### src/rtl/i2s_dma_channel_arbiter.sv
// Round-robin arbiter that shares one SDMA channel among NUM_REQ requesters.
// It drives the channel request/clear handshake, counts pops and reports per-requester done or start timeout.
module i2s_dma_channel_arbiter #(
  parameter int NUM_REQ = 2,
  parameter int CNT_W   = 9,
  parameter int TMO_W   = 16
) (
  input  logic                     WBs_CLK_i,
  input  logic                     WBs_RST_n_i,
  input  logic                     Arb_EN_i,
  input  logic [NUM_REQ-1:0]       Req_i,
  input  logic [NUM_REQ*CNT_W-1:0] Xfr_Cnt_i,
  input  logic [NUM_REQ-1:0]       Pop_i,
  input  logic [TMO_W-1:0]         Tmo_Limit_i,
  input  logic                     Tmo_Clr_i,
  input  logic                     DMA_Active_i,
  output logic                     DMA_REQ_o,
  output logic                     DMA_Clr_o,
  output logic [NUM_REQ-1:0]       Gnt_o,
  output logic [NUM_REQ-1:0]       Done_o,
  output logic                     Busy_o,
  output logic [1:0]               Cur_Sel_o,
  output logic [CNT_W-1:0]         Cntr_o,
  output logic                     Tmo_Flag_o
);

  typedef enum logic [1:0] {ST_IDLE, ST_START, ST_XFR, ST_DONE} state_t;

  state_t             r_state, w_state_next;
  logic [1:0]         r_ptr, w_ptr_next;
  logic [1:0]         r_sel, w_sel_next;
  logic               r_dma_req, w_dma_req_next;
  logic               r_dma_clr, w_dma_clr_next;
  logic [NUM_REQ-1:0] r_gnt, w_gnt_next;
  logic [NUM_REQ-1:0] r_done, w_done_next;
  logic               r_busy, w_busy_next;
  logic [CNT_W-1:0]   r_cntr, w_cntr_next;
  logic [TMO_W-1:0]   r_tmo_cnt, w_tmo_cnt_next;
  logic               r_tmo_flag, w_tmo_flag_next;
  logic               r_act_meta, w_act_meta_next;
  logic               r_act_sync, w_act_sync_next;
  logic               w_tmo_set;

  logic [3:0]         w_req4;
  logic [3:0]         w_pop4;
  logic [CNT_W-1:0]   w_xfr_cnt [4];
  logic [2:0]         w_rot_sum [NUM_REQ];
  logic [1:0]         w_rot_idx [NUM_REQ];
  logic [NUM_REQ-1:0] w_rot_req;
  logic [1:0]         w_pick;
  logic [NUM_REQ-1:0] w_pick_oh;
  logic [NUM_REQ-1:0] w_sel_oh;
  logic               w_any_req;
  logic               w_tmo_hit;

  // Pad per-requester inputs to four entries so a 2-bit select never indexes out of range.
  genvar gi;
  generate
    for (gi = 0; gi < 4; gi++) begin : g_pad
      if (gi < NUM_REQ) begin : g_used
        assign w_req4[gi]    = Req_i[gi];
        assign w_pop4[gi]    = Pop_i[gi];
        assign w_xfr_cnt[gi] = Xfr_Cnt_i[gi*CNT_W +: CNT_W];
      end else begin : g_unused
        assign w_req4[gi]    = 1'b0;
        assign w_pop4[gi]    = 1'b0;
        assign w_xfr_cnt[gi] = '0;
      end
    end

    // Requester indices in scan order: ptr, ptr+1, ... wrapping at NUM_REQ.
    for (gi = 0; gi < NUM_REQ; gi++) begin : g_rot
      assign w_rot_sum[gi] = {1'b0, r_ptr} + 3'(gi);
      assign w_rot_idx[gi] = (w_rot_sum[gi] >= 3'(NUM_REQ)) ?
                             2'(w_rot_sum[gi] - 3'(NUM_REQ)) : w_rot_sum[gi][1:0];
      assign w_rot_req[gi] = w_req4[w_rot_idx[gi]];
    end
  endgenerate

  always_comb begin
    w_pick = 2'd0;
    for (int i = NUM_REQ - 1; i >= 0; i--) begin
      if (w_rot_req[i]) w_pick = w_rot_idx[i];
    end
  end

  assign w_pick_oh = NUM_REQ'(1) << w_pick;
  assign w_sel_oh  = NUM_REQ'(1) << r_sel;
  assign w_any_req = |Req_i;
  assign w_tmo_hit = (Tmo_Limit_i != '0) && (r_tmo_cnt == Tmo_Limit_i - TMO_W'(1));

  always_comb begin
    w_state_next    = r_state;
    w_ptr_next      = r_ptr;
    w_sel_next      = r_sel;
    w_dma_req_next  = r_dma_req;
    w_dma_clr_next  = 1'b0;
    w_gnt_next      = r_gnt;
    w_done_next     = '0;
    w_busy_next     = r_busy;
    w_cntr_next     = r_cntr;
    w_tmo_cnt_next  = r_tmo_cnt;
    w_tmo_set       = 1'b0;
    w_act_meta_next = DMA_Active_i;
    w_act_sync_next = r_act_meta;

    case (r_state)
      ST_IDLE: begin
        if (w_any_req) begin
          w_sel_next     = w_pick;
          w_gnt_next     = w_pick_oh;
          w_dma_req_next = 1'b1;
          w_busy_next    = 1'b1;
          w_tmo_cnt_next = '0;
          w_state_next   = ST_START;
        end
      end
      ST_START: begin
        if (!w_req4[r_sel]) begin
          w_dma_req_next = 1'b0;
          w_gnt_next     = '0;
          w_busy_next    = 1'b0;
          w_state_next   = ST_IDLE;
        end else if (r_act_sync) begin
          w_dma_req_next = 1'b0;
          w_dma_clr_next = 1'b1;
          w_cntr_next    = '0;
          w_state_next   = ST_XFR;
        end else if (w_tmo_hit) begin
          w_dma_req_next = 1'b0;
          w_tmo_set      = 1'b1;
          w_state_next   = ST_DONE;
        end else begin
          w_tmo_cnt_next = r_tmo_cnt + TMO_W'(1);
        end
      end
      ST_XFR: begin
        // The match uses the registered count, so a pop on the matching cycle is dropped.
        if (r_cntr == w_xfr_cnt[r_sel]) begin
          w_done_next  = w_sel_oh;
          w_state_next = ST_DONE;
        end else if (w_pop4[r_sel]) begin
          w_cntr_next = r_cntr + CNT_W'(1);
        end
      end
      ST_DONE: begin
        w_gnt_next   = '0;
        w_busy_next  = 1'b0;
        w_ptr_next   = (r_sel == 2'(NUM_REQ - 1)) ? 2'd0 : r_sel + 2'd1;
        w_state_next = ST_IDLE;
      end
      default: begin
        w_state_next = ST_IDLE;
      end
    endcase

    if (!Arb_EN_i) begin
      w_state_next    = ST_IDLE;
      w_ptr_next      = '0;
      w_sel_next      = '0;
      w_dma_req_next  = 1'b0;
      w_dma_clr_next  = 1'b0;
      w_gnt_next      = '0;
      w_done_next     = '0;
      w_busy_next     = 1'b0;
      w_cntr_next     = '0;
      w_tmo_cnt_next  = '0;
      w_tmo_set       = 1'b0;
      w_act_meta_next = 1'b0;
      w_act_sync_next = 1'b0;
    end

    // Sticky flag survives Arb_EN_i=0; a new timeout beats a simultaneous clear.
    if (w_tmo_set)      w_tmo_flag_next = 1'b1;
    else if (Tmo_Clr_i) w_tmo_flag_next = 1'b0;
    else                w_tmo_flag_next = r_tmo_flag;
  end

  always_ff @(posedge WBs_CLK_i or negedge WBs_RST_n_i) begin
    if (!WBs_RST_n_i) begin
      r_state    <= ST_IDLE;
      r_ptr      <= '0;
      r_sel      <= '0;
      r_dma_req  <= 1'b0;
      r_dma_clr  <= 1'b0;
      r_gnt      <= '0;
      r_done     <= '0;
      r_busy     <= 1'b0;
      r_cntr     <= '0;
      r_tmo_cnt  <= '0;
      r_tmo_flag <= 1'b0;
      r_act_meta <= 1'b0;
      r_act_sync <= 1'b0;
    end else begin
      r_state    <= w_state_next;
      r_ptr      <= w_ptr_next;
      r_sel      <= w_sel_next;
      r_dma_req  <= w_dma_req_next;
      r_dma_clr  <= w_dma_clr_next;
      r_gnt      <= w_gnt_next;
      r_done     <= w_done_next;
      r_busy     <= w_busy_next;
      r_cntr     <= w_cntr_next;
      r_tmo_cnt  <= w_tmo_cnt_next;
      r_tmo_flag <= w_tmo_flag_next;
      r_act_meta <= w_act_meta_next;
      r_act_sync <= w_act_sync_next;
    end
  end

  assign DMA_REQ_o  = r_dma_req;
  assign DMA_Clr_o  = r_dma_clr;
  assign Gnt_o      = r_gnt;
  assign Done_o     = r_done;
  assign Busy_o     = r_busy;
  assign Cur_Sel_o  = r_sel;
  assign Cntr_o     = r_cntr;
  assign Tmo_Flag_o = r_tmo_flag;

endmodule

### config.mk
export PLATFORM = sky130hd
export DESIGN_NAME = i2s_dma_channel_arbiter
export DESIGN_NICKNAME = d
export VERILOG_FILES = /design/src/rtl/i2s_dma_channel_arbiter.sv
export SDC_FILE = /design/constraint.sdc
export NUM_CORES = 1
export LEC_CHECK = 0
export BUFFER_PORTS_ARGS = -buffer_cell sky130_fd_sc_hd__buf_2
export CAP_MARGIN = 25
export CORE_ASPECT_RATIO = 0.5
export CORE_MARGIN = 2
export CORE_UTILIZATION = 50
export DETAILED_ROUTE_END_ITERATION = 10
export PLACE_DENSITY = 0.77
export SYNTH_ARGS = -nofsm -noshare
export SYNTH_HDL_FRONTEND = slang
export SYNTH_SLANG_ARGS = --single-unit
### constraint.sdc
create_clock -name WBs_CLK_i -period 2.9 [get_ports WBs_CLK_i]
set_input_delay 0.29 -clock WBs_CLK_i [delete_from_list [all_inputs] [get_ports WBs_CLK_i]]
set_output_delay 0.29 -clock WBs_CLK_i [all_outputs]
set_load 0.05 [all_outputs]
==> results.md <==
- Status: finished, final reports clean
- Post-DRT Antenna Nets: 0
- Final critical-path share of the clock period: 95.71%
- DR WL/cell: 15.05 µm
- WS Path Type: in2reg
- Die Wd: 113.8 µm
- Hold Crit Class: in2async
- H-tree levels: 2
- Clock buffer depth: 2
- FMAX: 360.3 MHz
- Worst-path clk slew: 0.06 ns
- Power Dens Cells: 533.8 nW/µm²
- Setup bufs post-CTS: 0
- Avg Cell Area, Syn: 8.758 µm²
- Sink Count: 40
- Top post-synthesis cells by area: dfrtp_1 33%, xnor2_1 4.9%, mux2i_1 4.7%
- CTS Hold Bufs: 0
- TritonCTS clock tree: done
- Hold WS: 0.1219 ns
- Final worst slack: 0.1244 ns
- Worst Tran Pin Value: 0.8766 ns
- Critical Path Source Type: input pin
- Number of CTS-inserted buffers: 5
- Max-Cap Viols: 0
- Post-DR vias/cell: 6.000
- GRT overflow: 0
- Site row count: 19
- Final net count: 477
- Ant diodes: 0
- DP HPWL: 5.561 mm
- Vias in the first global route: 2,874
- Final Wtd Congestion: 0.9167
- Primary FF master, synth: dfrtp_1
- IO Pins: 62
- Global-route wire length before repair: 12.59 mm
- Crit end category: flop
- Area growth syn-to-layout: 25.50%
- Synth warn: 0
- Post-Route WL: 7.510 mm
- Count leader, synth: dfrtp_1
- Mapped Area: 3013 µm²
- Root Driver: clkbuf_16
- Worst Path Arrival: 2.95 ns
- Layout Skew: 0.004329 ns
- Post-CTS Resized: 0
- Most frequent cells after synthesis: 40 x dfrtp_1, 27 x nand2_1, 21 x o21ai_0
- Initial antenna violation count: 0
- Pins Over Slew Limit: 0
- Die Y: 58.89 µm
- DRT Pass-1 Iters: 4
- Layout Utilization: 66.83%
- Initial core utilization: 53.25%
- DR iter-0 viols: 138
- Yosys reg bits: 40
- Max VDD drop: 0.2306 mV
- Port Buf Inserts: 61
- DRC viols: 0
- Unrepaired setup endpoints after global routing: false
- Synthesized instance count: 344
- Post-Syn Nets: 396
- Largest net degree at the start of global routing: 41
- Area leader, netlist: dfrtp_1
- Cell area after layout: 3781 µm²
- CORE AREA: 5658 µm²
- Post-synthesis cell type count: 57
- Share of the synthesized area in the top cell type: 33.22%
- Leak: 1.638 nW
- Post-place setup slack: -0.1910 ns
- Worst Path Max Fanout: 7
- Ys async rst share: 100.0%
- Share of layout cells above drive strength 1: 30.05%
- CP required: 3.07 ns
- Part of the Yosys area used for sequential elements: 33.22%
- Worst-skew pair later-pin latency: 0.28 ns
- Area after DPL: 3580 µm²
- Final Setup Violations: 0
- Tmin final: 2.776 ns
- Die ar.: 6701 µm²
- Gr usage total: 23.30%
- Rel. slew slack: 41.56%
- EDFF count, synth: 0
- DR vias: 2,994
- Final hold vios: 0
[where the power goes]
part	internal (mW)	leakage [nW]	switching [mW]	total, mW
Clock	0.453	0.0901	0.211	0.663
Sequential	0.600	0.549	0.0491	0.649
Combinational	0.261	0.998	0.445	0.706
Total	1.31	1.64	0.705	2.02
[state kept, by name (all words and copies together) (netlist names)]
register,cells
Done_o,2
Cur_Sel_o,2
r_act_meta,1
DMA_Clr_o,1
Gnt_o,2
Cntr_o,9
r_tmo_cnt,16
r_state,2
r_ptr,1
Tmo_Flag_o,1
r_act_sync,1
Busy_o,1
DMA_REQ_o,1
[path summary, 6_finish.rpt]
| path | startpoint | end | slack [ns] | depth (start not counted) |
|---|---|---|---|---|
| max in group asynchronous | WBs_RST_n_i | Cur_Sel_o[0] | 2.17 | 1 |
| min | WBs_RST_n_i | r_tmo_cnt[11] | 0.12 | 1 |
| max reg2reg | Cur_Sel_o[0] | Cntr_o[2] | 0.21 | 8 |
| max | Tmo_Limit_i[1] | r_tmo_cnt[8] | 0.12 | 10 |
| min in group WBs_CLK_i | Tmo_Clr_i | Tmo_Flag_o | 0.19 | 2 |
| min reg2reg | r_act_meta | r_act_sync | 0.47 | 1 |
[cells by family (layout without fill, tap and decap cells)]
kind of cell             Yosys count  after routing  synth area share, %
AO/OA/AOI/OAI                     79             79                18.52
XOR/XNOR                          24             24                6.977
adder cells (fa/ha/maj)            9              9                3.738
buffers and inverters             34            116                4.942
flip-flops                        40             40                33.22
multiplexers                      18             18                6.146
AND/OR/NAND/NOR                  140            140                26.45
[area by class of cell]
class	instances	area, µm²
Multi-Input combinational cell	270	1907
Fill cell	478	1877
Sequential cell	40	1002
Timing Repair Buffer	92	538.0
Clock buffer	7	152.6
Tap cell	73	91.34
Inverter	16	60.06
Clock inverter	1	30.03
[worst max-delay path, cell delays in order]
cell and delay [ns]:
buf_2 0.11, or4_4 0.57, or2_4 0.28, or4_4 0.53, a21oi_2 0.14, nand4_2 0.16, o31ai_4 0.38, buf_4 0.21
nor3_1 0.05, a31o_2 0.21
[stage by stage]
step	instances	power (mW)	setup TNS (ns)
final	499	2.019	0
after global routing	499	2.127	0
after CTS	500	2.010	0
after detailed placement	492	1.340	-2.173
after global placement	492	1.315	-0.4017
after floorplan	344	1.131	0
[routing by layer]
layer / share of wire [%] / global-route usage, % / up-vias
li1: - / - / 1444
met3: 4.6 / 3.502 / 15
met1: 46 / 29.57 / 1447
met2: 48 / 41.49 / 88
met4: 1.7 / 8.362 / 0
met5: 0 / 0 / -
[cells in the final DEF (no fill, tap or decap), types with 6 or more instances in the layout]
cell      count
xnor2_1      17
a21oi_1       8
nor3_1       15
o311ai_0      7
nand4_1       6
nand2_1      27
buf_2        61
inv_1        16
mux2i_1      14
o31ai_1       9
dfrtp_1      39
or3_1        18
nand3_1      12
o21ai_0      19
buf_4        31
xor2_1        7
nor2_1       15
and3_1        6
ha_1          9
a31oi_1       6
No activity file was read; power rests on OpenSTA's default activity.
